## src/rtl/if_id_buffer.sv

```systemverilog
// Fetch-to-decode pipeline buffer: two-entry FIFO of {pc, instruction} beats
// with branch flush and a NOP bubble toward decode whenever it is empty.
module if_id_buffer #(
  parameter int unsigned         WIDTH = 32,
  parameter logic [WIDTH-1:0]    NOP   = '0
) (
  input  logic             clk,
  input  logic             reset,
  input  logic             flush,
  input  logic             if_valid,
  input  logic [WIDTH-1:0] if_pc,
  input  logic [WIDTH-1:0] if_instruction,
  output logic             if_ready,
  output logic             id_valid,
  output logic [WIDTH-1:0] id_pc,
  output logic [WIDTH-1:0] id_instruction,
  input  logic             id_ready
);

  logic [WIDTH-1:0] pc_mem  [2];
  logic [WIDTH-1:0] ins_mem [2];
  logic             wr_ptr;
  logic             rd_ptr;
  logic [1:0]       count;
  logic [WIDTH-1:0] hold_pc;
  logic             push;
  logic             pop;

  assign if_ready = (count != 2'd2) && !reset;
  assign id_valid = (count != 2'd0);
  assign push     = if_valid && if_ready && !flush;
  assign pop      = id_valid && id_ready && !flush;

  // Empty buffer keeps showing the most recently presented pc instead of stale entries.
  assign id_pc          = id_valid ? pc_mem[rd_ptr]  : hold_pc;
  assign id_instruction = id_valid ? ins_mem[rd_ptr] : NOP;

  always_ff @(posedge clk or posedge reset) begin
    if (reset) begin
      for (int unsigned i = 0; i < 2; i++) begin
        pc_mem[i]  <= '0;
        ins_mem[i] <= '0;
      end
      wr_ptr  <= 1'b0;
      rd_ptr  <= 1'b0;
      count   <= 2'd0;
      hold_pc <= '0;
    end else if (flush) begin
      wr_ptr <= 1'b0;
      rd_ptr <= 1'b0;
      count  <= 2'd0;
      if (count != 2'd0) hold_pc <= pc_mem[rd_ptr];
    end else begin
      if (push) begin
        pc_mem[wr_ptr]  <= if_pc;
        ins_mem[wr_ptr] <= if_instruction;
        wr_ptr          <= ~wr_ptr;
      end
      if (pop) begin
        rd_ptr  <= ~rd_ptr;
        hold_pc <= pc_mem[rd_ptr];
      end
      case ({push, pop})
        2'b10:   count <= count + 2'd1;
        2'b01:   count <= count - 2'd1;
        default: count <= count;
      endcase
    end
  end

endmodule

```

## config.mk

```make
export PLATFORM = sky130hd
export DESIGN_NAME = if_id_buffer
export DESIGN_NICKNAME = d
export VERILOG_FILES = /design/src/rtl/if_id_buffer.sv
export SDC_FILE = /design/constraint.sdc
export NUM_CORES = 1
export LEC_CHECK = 0
export BUFFER_PORTS_ARGS = -buffer_cell sky130_fd_sc_hd__buf_2
export CORE_ASPECT_RATIO = 0.75
export CORE_UTILIZATION = 30
export CTS_CLUSTER_DIAMETER = 30
export CTS_CLUSTER_SIZE = 14
export DETAILED_ROUTE_END_ITERATION = 16
export GPL_TIMING_DRIVEN = 0
export MAX_ROUTING_LAYER = met4
export PLACE_DENSITY = 0.58
export SYNTH_ARGS = -nofsm -noshare
export SYNTH_HDL_FRONTEND = slang
export SYNTH_SLANG_ARGS = --single-unit
```

## constraint.sdc

```tcl
create_clock -name clk -period 9.34 [get_ports clk]
set_clock_uncertainty 0.1 [all_clocks]
set_input_delay 0.934 -clock clk [delete_from_list [all_inputs] [get_ports clk]]
set_output_delay 0.934 -clock clk [all_outputs]
set_load 0.01 [all_outputs]
```

==> summary.md <==
| Metric | Value |
|---|---|
| Status | `completed` |
| Reg clk slew, reported paths | `~0.070 ns` |
| Crit path arrival time | `a little under 3 ns` |
| Maximum vdd drop | `between 0.0001 and 0.00015 V` |
| Final Core Density | `a little under two fifths` |
| Leak | `between 4 and 5 nW` |
| Drt first pass iters | `5` |
| Fmax achieved | `0.254 GHz` |
| Drt first-iter violations | `158` |
| Clock buffer depth | `2` |
| Final ANT Viol Nets | `0` |
| Cells after DPL | `between 1,000 and 1,500` |
| # resized after CTS | `0` |
| Period minus WS final | `~4 ns` |
| Largest net degree at the start of global routing | `around 110` |
| Setup TNS | `0 ns` |
| Rel. slew slack | `between 20% and 30%` |
| Layout Nets | `around 800` |
| Met3 WL post-DR | `between 500 and 600 um` |
| Slew @ Worst Pin | `roughly 1.1 ns` |
| CP Capture Type | `primary output` |
| Max-cap violations | `0` |
| Syn avg cell area | `approximately 13 um^2` |
| CTS Sinks | `164` |
| Die area | `between 0.02 and 0.025 mm^2` |
| Vias per cell | `~4.6` |
| Post-synth top flop | `dfrtp_1` |
| Worst setup SP type | `flop` |
| I/O pin count | `roughly 140` |
| IO Port Bufs | `roughly 130` |
| GP Congestion | `about 0.72` |
| Period utilization | `approximately 42%` |
| Chip width | `182 um` |
| Cells after synthesis | `579` |
| Clock H-tree levels | `4` |
| Highest routed metal layer | `met4` |
| Crit path required time | `slightly above 8 ns` |
| First-pass GRT wire length | `around 28 mm` |
| Drc violations | `0` |
| CTS tree | `yes` |
| Hpwl dp | `~12 mm` |
| Clk Latency, worst-skew pair | `about 0.43 ns` |
| RSZ-0062 raised after global routing | `false` |
| Initial Utilization | `31.0%` |
| Final setup viols | `0` |
| Final WL | `17.1 mm` |
| Post-Layout Cell Count | `roughly 1,000` |
| Final-report max-slew violation count | `0` |
| Final hold vios | `0` |
| Setup CP Type | `reg -> out` |
| Mapped Area | `just over 0.007 mm^2` |
| Ratio of cells with drive above 1 in the final layout | `between 30% and 40%` |
| Syn_nets | `648` |
| Multi-input gate area | `around 0.003 mm^2` |
| Yosys Warn Count | `0` |
| Post-CTS Setup Bufs | `0` |
| Post-synthesis sequential area ratio | `a little under three fifths` |
| Met2 WL | `7.67 mm` |
| Synth cell types | `28` |
| Async SR Flop Fraction | `between 90% and 100%` |
| Met1 WL | `between 8 and 9 mm` |
| Routed WL per cell | `around 16 um` |
| Total grt overflow | `0` |
| Die height | `~140 um` |
| Post-synthesis register bit count | `164` |
| Num CTS Buffers | `17` |
| Vias in the first global route | `around 5,000` |
| P per Cell Area | `242 mW/mm^2` |
| FP Rows | `48` |
| Post-cts hold buffer count | `0` |
| Post-synth EDFFs | `0` |
| FF+latch area | `~0.0041 mm^2` |
| Via count | `about 4,900` |
| Critical-path maximum fanout | `10` |
| All-layer global routing usage | `approximately 15%` |
| Worst min path class | `reg -> reg` |
| Root buf cell | `clkbuf_16` |
| Core area | `around 0.023 mm^2` |
| Initial antenna violation count | `2` |
| Fillers | `about 2,200` |
| Layout area overhead | `23.5%` |
==> worst max-delay path, cell delays in order, from the launching register on <==
cell	delay [ns]
dfrtp_1	0.35
clkbuf_2	0.15
nor2_1	0.71
inv_1	0.13
clkbuf_1	0.29
clkbuf_1	0.34
a21oi_1	0.31
buf_2	0.19
==> cell families (layout without fill, tap and decap cells) <==
| logic type | after synthesis | after routing | synth area share [%] |
|---|---|---|---|
| xor gates and xnor gates | 1 | 1 | 0.121 |
| buffers and inverters | 40 | 207 | 3.14 |
| and+or+nand+nor | 109 | 109 | 6.26 |
| other | 0 | 2 | 0 |
| DFF | 164 | 164 | 56.6 |
| muxes | 192 | 192 | 28.7 |
| AOI/OAI and AO/OA | 73 | 73 | 5.18 |
==> report_power, final <==
part,internal [mW],leakage (nW),total [mW],switching (mW)
Clock,0.430,0.302,0.745,0.315
Combinational,0.218,1.75,0.445,0.227
Sequential,0.892,2.03,0.978,0.0864
Total,1.54,4.08,2.17,0.629
==> worst paths after layout <==
check	slack, ns	cells after the start	start	to
worst max-delay path	5.41	7	count[0]	id_pc[30]
worst min-delay path	0.38	2	hold_pc[8]	hold_pc[8]
worst max register to register	6.84	5	count[1]	ins_mem[59]
worst min register to register	0.38	2	hold_pc[8]	hold_pc[8]
max in group asynchronous	7.76	3	reset	ins_mem[56]
min in group asynchronous	0.48	2	reset	ins_mem[3]
==> sequential cells by signal, summed over array words and instances (netlist names) <==
| register | flops |
|---|---|
| wr_ptr | 1 |
| hold_pc | 32 |
| count | 2 |
| rd_ptr | 1 |
| pc_mem | 64 |
| ins_mem | 64 |
==> area by class of cell <==
| type | count | share of cell area, % |
|---|---|---|
| flip-flops and latches | 164 | 45.8 |
| multi-input cells | 375 | 32.6 |
| repair buffers | 135 | 7.80 |
| clock buffers | 17 | 4.75 |
| well taps | 300 | 4.19 |
| plain buffers | 38 | 2.46 |
| clock inverters | 15 | 2.15 |
| inverters | 2 | 0.168 |
| diodes | 2 | 0.0559 |
==> per-stage QoR <==
step | hold slack, ns | instance area, um^2 | total power [mW] | setup WS, ns
after floorplan | 0.351 | 7250 | 1.28 | 3.87
after global placement | 0.362 | 8300 | 1.43 | 1.54
after detailed placement | 0.371 | 8330 | 1.44 | 5.85
after CTS | 0.386 | 8950 | 2.21 | 5.38
after global routing | 0.395 | 8960 | 2.31 | 5.20
final | 0.381 | 8960 | 2.17 | 5.41
==> cell usage in the layout, fill, tap and decap left out, drive strengths merged <==
cell and count:
buf 155, clkbuf 35, o211ai 1, a31oi 1, diode 2, nor2b 2
nor4 1, nand2b 2, clkinvlp 1, inv 11, nand3b 1, mux2i 64
a22oi 1, o21bai 1, o22ai 1, mux2 128, bufinv 3, o21ai 34
a21oi 34, nor4bb 1, xor2 1, clkinv 2, nor2 67, or3 1
nor4b 1, nand2 33, dfrtp 164
==> cells in the mapped netlist (2+ instances only) <==
master	number	share of area (%)
a21oi_1	34	2.3
o21ai_0	34	2.3
nor2b_1	2	0.17
nand2b_1	2	0.17
nand2_1	33	1.7
mux2i_1	64	8.8
buf_2	7	0.48
buf_6	6	0.93
inv_1	2	0.10
dfrtp_1	164	57
clkbuf_1	17	0.88
buf_4	6	0.62
mux2_1	57	8.9
nor2_1	67	3.5
mux2_2	71	11
==> per-layer routing <==
| metal | vias to the layer above | track usage (%) |
|---|---|---|
| met5 | - | - |
| met4 | 0 | 3.81 |
| met3 | 10 | 3.83 |
| met2 | 83 | 22.4 |
| met1 | 2445 | 21.0 |
| li1 | 2333 | - |
Power figures use the tool's default switching activity.
